==> src/rtl/loopback_pkg.sv <==
// Shared encodings for the ADC-to-DAC loopback controller: source modes,
// FSM states and a saturating counter helper.
package loopback_pkg;

   typedef logic [1:0] mode_t;

   localparam mode_t MODE_PASS = 2'd0;
   localparam mode_t MODE_RAMP = 2'd1;
   localparam mode_t MODE_HOLD = 2'd2;
   localparam mode_t MODE_MUTE = 2'd3;

   localparam logic [0:0] ST_IDLE = 1'b0;
   localparam logic [0:0] ST_SEND = 1'b1;

   function automatic logic [7:0] sat_inc8(input logic [7:0] v);
      return (v == 8'hFF) ? v : v + 8'd1;
   endfunction

endpackage

==> src/rtl/rate_ticker.sv <==
// Free-running pacing counter: one-cycle tick every rate_div+1 clocks.
module rate_ticker (
   input  logic        clk,
   input  logic        rst_n,
   input  logic [15:0] rate_div,
   output logic        tick
);

   logic [15:0] cnt_q;
   logic [15:0] cnt_d;

   // >= rather than == so a rate_div lowered below the running count wraps at once
   assign tick  = (cnt_q >= rate_div);
   assign cnt_d = tick ? 16'd0 : cnt_q + 16'd1;

   always_ff @(posedge clk or negedge rst_n) begin
      if (!rst_n) begin
         cnt_q <= 16'd0;
      end else begin
         cnt_q <= cnt_d;
      end
   end

endmodule

==> src/rtl/loopback_ctrl.sv <==
// Paced ADC->DAC loopback: selects passthrough, ramp, hold-last or midscale
// codes and emits one per pacing tick over an AXI-stream style handshake.
module loopback_ctrl
   import loopback_pkg::*;
#(
   parameter int ADC_W     = 12,
   parameter int DAC_W     = 14,
   parameter int RAMP_STEP = 16
) (
   input  logic             clk,
   input  logic             rst_n,
   input  logic [1:0]       mode,
   input  logic [15:0]      rate_div,
   input  logic [ADC_W-1:0] s_axis_tdata,
   input  logic             s_axis_tvalid,
   output logic             s_axis_tready,
   output logic [DAC_W-1:0] m_axis_tdata,
   output logic             m_axis_tvalid,
   input  logic             m_axis_tready,
   output logic [7:0]       overrun_cnt,
   output logic             busy
);

   localparam logic [DAC_W-1:0] MIDSCALE = {1'b1, {(DAC_W-1){1'b0}}};
   localparam logic [DAC_W-1:0] STEP     = DAC_W'(RAMP_STEP);

   logic             tick;
   logic [0:0]       state_q, state_d;
   logic [DAC_W-1:0] code_q, code_d;
   logic [DAC_W-1:0] last_q, last_d;
   logic [DAC_W-1:0] ramp_q, ramp_d;
   logic [ADC_W-1:0] sample_q, sample_d;
   logic             full_q, full_d;
   logic [7:0]       ovr_q, ovr_d;

   logic             start;
   logic             consume;
   logic             sampleOvr;
   logic             tickOvr;
   logic [DAC_W-1:0] passCode;

   rate_ticker u_ticker (
      .clk      (clk),
      .rst_n    (rst_n),
      .rate_div (rate_div),
      .tick     (tick)
   );

   assign passCode  = DAC_W'(sample_q) << (DAC_W - ADC_W);
   assign start     = (state_q == ST_IDLE) && tick && ((mode != MODE_PASS) || full_q);
   assign consume   = start && (mode == MODE_PASS);
   // A load that coincides with a consume refills the register rather than overwriting
   assign sampleOvr = s_axis_tvalid && full_q && !consume;
   assign tickOvr   = tick && (state_q == ST_SEND);

   always_comb begin
      state_d  = state_q;
      code_d   = code_q;
      last_d   = last_q;
      ramp_d   = ramp_q;
      sample_d = sample_q;
      full_d   = full_q;
      ovr_d    = ovr_q;

      if (s_axis_tvalid) begin
         sample_d = s_axis_tdata;
         full_d   = 1'b1;
      end else if (consume) begin
         full_d = 1'b0;
      end

      if (sampleOvr || tickOvr) begin
         ovr_d = sat_inc8(ovr_q);
      end

      if (state_q == ST_IDLE) begin
         if (start) begin
            state_d = ST_SEND;
            case (mode)
               MODE_PASS: code_d = passCode;
               MODE_RAMP: begin
                  code_d = ramp_q;
                  ramp_d = ramp_q + STEP;
               end
               MODE_HOLD: code_d = last_q;
               default:   code_d = MIDSCALE;
            endcase
         end
      end else begin
         if (m_axis_tready) begin
            state_d = ST_IDLE;
            last_d  = code_q;
         end
      end
   end

   always_ff @(posedge clk or negedge rst_n) begin
      if (!rst_n) begin
         state_q  <= ST_IDLE;
         code_q   <= '0;
         last_q   <= MIDSCALE;
         ramp_q   <= '0;
         sample_q <= '0;
         full_q   <= 1'b0;
         ovr_q    <= 8'd0;
      end else begin
         state_q  <= state_d;
         code_q   <= code_d;
         last_q   <= last_d;
         ramp_q   <= ramp_d;
         sample_q <= sample_d;
         full_q   <= full_d;
         ovr_q    <= ovr_d;
      end
   end

   assign s_axis_tready = rst_n;
   assign m_axis_tvalid = (state_q == ST_SEND);
   assign busy          = (state_q == ST_SEND);
   assign m_axis_tdata  = code_q;
   assign overrun_cnt   = ovr_q;

endmodule

==> config.mk <==
export PLATFORM = sky130hd
export DESIGN_NAME = loopback_ctrl
export DESIGN_NICKNAME = d
export VERILOG_FILES = /design/src/rtl/loopback_pkg.sv /design/src/rtl/rate_ticker.sv /design/src/rtl/loopback_ctrl.sv
export SDC_FILE = /design/constraint.sdc
export NUM_CORES = 1
export LEC_CHECK = 0
export CAP_MARGIN = 25
export CELL_PAD_IN_SITES_DETAIL_PLACEMENT = 0
export CELL_PAD_IN_SITES_GLOBAL_PLACEMENT = 2
export CORE_MARGIN = 2
export CORE_UTILIZATION = 38
export CTS_CLUSTER_DIAMETER = 150
export DETAILED_ROUTE_END_ITERATION = 12
export GPL_TIMING_DRIVEN = 0
export HOLD_SLACK_MARGIN = 0.08
export PLACE_DENSITY = 0.93
export SLEW_MARGIN = 20
export SYNTH_ARGS = -nofsm -noshare
export SYNTH_HDL_FRONTEND = slang
export SYNTH_SLANG_ARGS = --single-unit
==> constraint.sdc <==
create_clock -name clk -period 4.8 [get_ports clk]
set_input_delay 1.2 -clock clk [delete_from_list [all_inputs] [get_ports clk]]
set_output_delay 1.2 -clock clk [all_outputs]
set_load 0.01 [all_outputs]
==> results.sh, run 1 <==
export IMPL_outcome="finished, final reports clean"
export IMPL_coreArea_sq_um=10140
export IMPL_ff2ff_setup_slack_ns=2.07
export IMPL_p_per_area_nw_per_um2=450.9
export IMPL_vias_per_cell=4.935
export IMPL_grt_usage_pct=15.52
export IMPL_synth_top_area_share_pct=47.97
export IMPL_final_cell_mix="75 x dfrtp_1, 57 x clkdlybuf4s50_1, 34 x mux2_2"
export IMPL_clock_sinks=76
export IMPL_io_pins=59
export IMPL_rsz0062_at_grt="no"
export IMPL_cts_tree="yes"
export IMPL_end_kind="register"
export IMPL_fin_setup_tns_ns=0
export IMPL_seq_area_frac_synth_pct=48.64
export IMPL_clock_fmax_mhz=275.8
export IMPL_dp_cells=538
export IMPL_whs_ns=0.4784
export IMPL_vdd_drop_max_uv=205.7
export IMPL_crit_required_ns=5.04
export IMPL_avgRoutedWirePerCell_microns=14.41
export IMPL_drive_above_1_share_pct=17.46
export IMPL_drtIter0Drc=121
export IMPL_drc=0
export IMPL_worstPathMaxFanout=10
export IMPL_worstPathArrival_ns=3.86
export IMPL_drtAntennaViolNets=0
export IMPL_cts_resized=0
export IMPL_dp_hpwl_microns=5804
export IMPL_synth_warnings=0
export IMPL_slew_viol_final=0
export IMPL_die_area_sq_um=11120
export IMPL_setup_violations=0
export IMPL_grt_antenna_before_repair=0
export IMPL_yosys_top_cells_area="dfrtp_1 48%, mux2_2 9.8%, ha_1 6.1%, mux2_4 3.8%, mux2i_1 3.1%"
export IMPL_diodes=0
export IMPL_syn_cell_area_sq_um=3913
export IMPL_wl_microns=7982
export IMPL_cts_root_buffer="clkbuf_8"
export IMPL_port_buffer_count=58
export IMPL_tightest_slew_ns=0.7228
export IMPL_clock_path_buffers=2
export IMPL_grt_pass1_wl_microns=13730
export IMPL_setup_worst_path_class="in -> reg"
export IMPL_postSynthNetCount=396
export IMPL_slew_headroom_pct=51.81
export IMPL_nFillCells=939
export IMPL_cts_made_buffers=9
export IMPL_cts_hold_buf=0
export IMPL_grt_max_degree=42
export IMPL_syn_avg_cell_area_sq_um=11.41
export IMPL_syn_inst=343
export IMPL_grt_overflow_total=0
export IMPL_fin_crit_sh_pct=75.53
export IMPL_vias=2734
export IMPL_ys_ff_latch=76
export IMPL_die_height_microns=105.5
export IMPL_globalplace_congestion=0.7528
export IMPL_die_x_microns=105.5
export IMPL_htree_levels=3
export IMPL_timing_hold_violations_final=0
export IMPL_maxCapViolCount=0
export IMPL_period_needed_ns=3.626
export IMPL_fin_worst_skew_ns=0.009942
export IMPL_fin_cells=554
export IMPL_postCtsSetupBuffers=0
export IMPL_area_delta_synth_final_pct=24.78
export IMPL_synth_distinct_cells=44
export IMPL_rows=37
export IMPL_nNetsFinal=466
export IMPL_p_leak_nw=2.235
export IMPL_layout_commonest_cell="dfrtp_1"
export IMPL_grt_pass1_vias=2868
export IMPL_yosysTopAreaCell="dfrtp_1"
export IMPL_path_clk_slew_ns=0.08
export IMPL_drt_pass1_iterations=4
export IMPL_cp_start_kind="input pin"
export IMPL_hold_path_class="reg -> reg"
export IMPL_initial_core_util_pct=38.59
export IMPL_power_w=0.002201
export IMPL_clock_latency_ns=0.35
per-layer routing:
layer	GRT usage (%)	wire length (microns)	vias up
li1	-	-	1344
met1	21.65	4087	1333
met2	23.96	3545	47
met3	3.525	242	10
met4	4.952	107	0
met5	0	0	-
state kept, by name (all words and copies together), names as in the netlist:
| signal | flops |
|---|---|
| m_axis_tdata | 14 |
| last_q | 14 |
| sample_q | 12 |
| busy | 1 |
| ramp_q | 10 |
| overrun_cnt | 8 |
| full_q | 1 |
| u_ticker.cnt_q | 16 |
cell type report:
type	instances	area [sq um]	area share (%)
Timing Repair Buffer	59	598.1	12.25
Sequential cell	76	1903	38.98
Buffer	14	75.07	1.538
Clock buffer	10	137.6	2.819
Inverter	19	71.32	1.461
Clock inverter	6	63.81	1.307
Tap cell	136	170.2	3.485
Multi-Input combinational cell	234	1863	38.16
metrics by stage:
stage	cell area (sq um)	util [%]	worst slack (ns)
after floorplan	3913	-	1.596
after global placement	4663	46.00	-1.569
after detailed placement	4681	46.17	0.8072
after CTS	4882	48.16	1.167
after global routing	4882	48.16	1.065
final	4882	48.16	1.174
worst max-delay path: stages:
cell and delay, ns:
clkdlybuf4s50_1 0.45, inv_1 0.04, ha_1 0.31, nand4_1 0.20, a211oi_2 0.27, a31oi_2 0.16, and2_1 0.19, buf_6 0.14
nor3_4 0.34, buf_6 0.24, mux2_4 0.31
where the power goes:
part / switching (W) / internal, W / leakage, nW
Sequential: 0.000161 / 0.000825 / 0.976
Clock: 0.000243 / 0.000253 / 0.0983
Combinational: 0.000292 / 0.000427 / 1.16
Total: 0.000696 / 0.00151 / 2.23
logic make-up after synthesis:
family                     count (synthesis)  share of synthesized area, %
AOI/OAI and AO/OA                         43                         7.196
xor gates and xnor gates                  25                         5.596
adders and majority gates                 19                         6.076
buffers and inverters                     33                         3.742
DFF                                       76                         48.64
muxes                                     56                         16.69
and+or+nand+nor                           91                         12.06
synthesized netlist by cell type (all sizes together):
cell type	instances
dfrtp	75
nand3	8
xnor2	12
inv	19
ha	19
a31oi	1
mux2	44
a211oi	1
and3	9
buf	6
nor2	20
o21ai	18
a2bb2oi	1
nand4	8
and3b	2
nand2b	4
mux2i	12
o22ai	1
dfstp	1
o211ai	4
a311oi	1
o2111ai	1
clkbuf	8
a2111o	1
xor2	13
nor2b	1
nand2	24
or3	3
o2bb2ai	1
and2	2
and4	2
o21a	1
a21oi	10
nor3	5
o41ai	1
nor4	3
o21bai	1
final timing paths:
check | start | to | cells past startpoint
max | rate_div[15] | m_axis_tdata[12] | 11
min | ramp_q[13] | ramp_q[13] | 1
max reg2reg | u_ticker.cnt_q[9] | m_axis_tdata[12] | 9
min reg2reg | ramp_q[13] | ramp_q[13] | 1
max in group asynchronous | rst_n | last_q[13] | 2
min in group asynchronous | rst_n | last_q[5] | 1
(Power assumes the default switching activity.)
==> inputs of run 2 (changes only) <==
--- a/config.mk
+++ b/config.mk
@@ -9,12 +9,12 @@
 export CELL_PAD_IN_SITES_DETAIL_PLACEMENT = 0
 export CELL_PAD_IN_SITES_GLOBAL_PLACEMENT = 2
 export CORE_MARGIN = 2
-export CORE_UTILIZATION = 38
+export CORE_UTILIZATION = 32
 export CTS_CLUSTER_DIAMETER = 150
 export DETAILED_ROUTE_END_ITERATION = 12
 export GPL_TIMING_DRIVEN = 0
 export HOLD_SLACK_MARGIN = 0.08
-export PLACE_DENSITY = 0.93
+export PLACE_DENSITY = 0.85
 export SLEW_MARGIN = 20
 export SYNTH_ARGS = -nofsm -noshare
 export SYNTH_HDL_FRONTEND = slang
==> constraint.sdc (replaced) <==
create_clock -name clk -period 3.3 [get_ports clk]
set_input_delay 0.825 -clock clk [delete_from_list [all_inputs] [get_ports clk]]
set_output_delay 0.825 -clock clk [all_outputs]
set_load 0.01 [all_outputs]
==> run 2 against run 1 <==
Sequential cell count is the same. Sequential power grew 46%. Combinational power grew 47%. Utilization shrank 6.2 points. Cell area grew 2.7%. Register-to-register slack lost 1.4 ns. Worst hold slack lost 0.0044 ns. Clock skew shrank 0.0038 ns. Non-clock buffer count grew 2. Clock power grew 100%.
==> results.sh, run 2 (synthesis gave the netlist of run 1 again) <==
export IMPL_ff2ff_setup_slack_ns=0.67
export IMPL_setup_worst_path_class="in -> reg"
export IMPL_whs_ns=0.4740
export IMPL_sw_frac_of_total_pct=29.62
export IMPL_clock_latency_ns=0.33
export IMPL_slew_viol_final=0
export IMPL_vdd_drop_max_uv=376.2
export IMPL_clock_sinks=76
export IMPL_rsz0062_at_grt="no"
export IMPL_fin_cells=567
export IMPL_critical_path_max_stage_delay_ns=0.59
export IMPL_grt_max_degree=40
export IMPL_outcome="finished, final reports clean"
export IMPL_postCtsSetupBuffers=0
export IMPL_worstPathMaxFanout=7
export IMPL_port_buffer_count=58
export IMPL_rows=40
export IMPL_power_w=0.003486
export IMPL_setup_violations=0
export IMPL_period_needed_ns=3.106
export IMPL_die_x_microns=114.6
export IMPL_r2r_end="overrun_cnt[7]"
export IMPL_timing_hold_violations_final=0
export IMPL_maxCapViolCount=0
export IMPL_slowest_stage="a21oi_1"
export IMPL_tightest_slew_ns=0.7090
export IMPL_internal_power_w=0.002453
export IMPL_drive_above_1_share_pct=17.62
export IMPL_avgRoutedWirePerCell_microns=14.74
export IMPL_grt_pass1_vias=2765
export IMPL_cts_hold_buf=0
export IMPL_hold_path_class="in -> async"
export IMPL_die_height_microns=114.6
export IMPL_final_util_pct=41.91
export IMPL_final_cell_mix="75 x dfrtp_1, 57 x clkdlybuf4s50_1, 34 x mux2_2"
export IMPL_grt_overflow_total=0
export IMPL_io_pins=59
export IMPL_fin_setup_tns_ns=0
export IMPL_grt_antenna_before_repair=0
export IMPL_drc=0
export IMPL_wl_microns=8358
export IMPL_vias=2771
export IMPL_initial_core_util_pct=32.71
export IMPL_cts_root_buffer="clkbuf_16"
export IMPL_vias_per_cell=4.887
export IMPL_cp_start_kind="input pin"
export IMPL_layout_commonest_cell="dfrtp_1"
export IMPL_nNetsFinal=468
export IMPL_dp_hpwl_microns=6059
export IMPL_area_delta_synth_final_pct=28.14
export IMPL_cts_resized=0
export IMPL_cts_made_buffers=9
export IMPL_diodes=0
export IMPL_fin_worst_skew_ns=0.006170
export IMPL_r2r_cells=8
export IMPL_globalplace_congestion=0.8020
export IMPL_cp_startpoint="rate_div[15]"
export IMPL_fin_crit_sh_pct=94.12
export IMPL_p_sw_w=0.001032
export IMPL_drtAntennaViolNets=0
export IMPL_grt_usage_pct=13.57
export IMPL_drt_pass1_iterations=4
export IMPL_largest_reg_flops=16
export IMPL_p_comb_share_pct=30.3
export IMPL_slew_headroom_pct=52.73
export IMPL_worstPathArrival_ns=3.32
export IMPL_coreArea_sq_um=11960
export IMPL_drtIter0Drc=111
export IMPL_end_kind="register"
export IMPL_r2r_start="u_ticker.cnt_q[0]"
export IMPL_nFillCells=1162
export IMPL_p_leak_nw=2.295
export IMPL_clock_fmax_mhz=322.0
export IMPL_seq_power_share_pct=41.2
export IMPL_grt_pass1_wl_microns=13780
export IMPL_p_clk_share_pct=28.5
export IMPL_htree_levels=3
export IMPL_clock_path_buffers=2
export IMPL_p_per_area_nw_per_um2=695.3
export IMPL_path_clk_slew_ns=0.06
export IMPL_crit_required_ns=3.51
export IMPL_crit_chain="clkdlybuf4s50_1 -> inv_1 -> ha_1 -> nand4_1 -> a211oi_2 -> a31oi_2 -> a21oi_1 -> o2111ai_2 -> mux2_4"
export IMPL_regMostFlops="u_ticker.cnt_q"
export IMPL_dp_cells=549
export IMPL_cts_tree="yes"
export IMPL_die_area_sq_um=13130
[run 2: changes by cell type in the layout (fill, tap and decap cells not counted), sizes merged]
cell      previous run  this run
buf                  8        10
clkbuf              18        20
clkinv               3         2
clkinvlp             2         1
[run 2: layer usage]
metal | GRT usage, % | vias to the layer above | routed length, microns
li1 | - | 1348 | -
met1 | 18.36 | 1374 | 4006
met2 | 21.34 | 39 | 3969
met3 | 2.118 | 10 | 231
met4 | 6.341 | 0 | 151
met5 | 0 | - | 0
[run 2: stage by stage]
stage	area, sq um	setup slack [ns]
final	5014	0.1939
after global routing	5014	0.01880
after CTS	4999	0.001583
after detailed placement	4695	-0.3256
after global placement	4677	-2.354
after floorplan	3913	0.4706
[run 2: layout make-up]
type                            count  area (sq um)  share of cell area (%)
Sequential cell                    76          1903                   37.96
Multi-Input combinational cell    234          1863                   37.16
Timing Repair Buffer               61         613.1                   12.23
Clock buffer                       12         256.5                   5.116
Tap cell                          147         183.9                   3.669
Buffer                             14         75.07                   1.497
Inverter                           19         71.32                   1.423
Clock inverter                      4         47.55                  0.9483
[run 2: worst max path at each step]
| stage | depth (start not counted) | endpoint | slack, ns |
|---|---|---|---|
| 3_5_place_dp | 11 | m_axis_tdata[9] | -0.33 |
| 3_3_place_gp | 3 | s_axis_tready | -2.35 |
| 2_1_floorplan | 10 | m_axis_tdata[10] | 0.47 |
| 5_1_grt | 9 | overrun_cnt[7] | 0.02 |
| 4_1_cts | 11 | m_axis_tdata[9] | 0.002 |
| 6_report | 9 | overrun_cnt[7] | 0.19 |
[run 2: worst max-delay path, delay by kind of cell]
family | cells | cell delay (ns)
AOI/OAI and AO/OA | 4 | 1.17
adders and majority gates | 1 | 0.30
buffers and inverters | 2 | 0.49
muxes | 1 | 0.32
and+or+nand+nor | 1 | 0.21
[run 2: power groups by stage]
stage / clock, W / combinational (W) / sequential, W
after global placement: 0 / 0.00104 / 0.00144
after global routing: 0.00106 / 0.00117 / 0.00149
after detailed placement: 0 / 0.00106 / 0.00146
after floorplan: 0 / 0.000598 / 0.00145
after CTS: 0.00102 / 0.00107 / 0.00144
final: 0.000993 / 0.00106 / 0.00144
==> inputs of run 3 (changes only) <==
--- a/config.mk
+++ b/config.mk
@@ -5,12 +5,12 @@
 export SDC_FILE = /design/constraint.sdc
 export NUM_CORES = 1
 export LEC_CHECK = 0
-export CAP_MARGIN = 25
 export CELL_PAD_IN_SITES_DETAIL_PLACEMENT = 0
 export CELL_PAD_IN_SITES_GLOBAL_PLACEMENT = 2
 export CORE_MARGIN = 2
 export CORE_UTILIZATION = 32
 export CTS_CLUSTER_DIAMETER = 150
+export CTS_CLUSTER_SIZE = 30
 export DETAILED_ROUTE_END_ITERATION = 12
 export GPL_TIMING_DRIVEN = 0
 export HOLD_SLACK_MARGIN = 0.08
==> results of run 3 <==
Same layout as run 2: the final DEF is identical, and so are final timing and power.
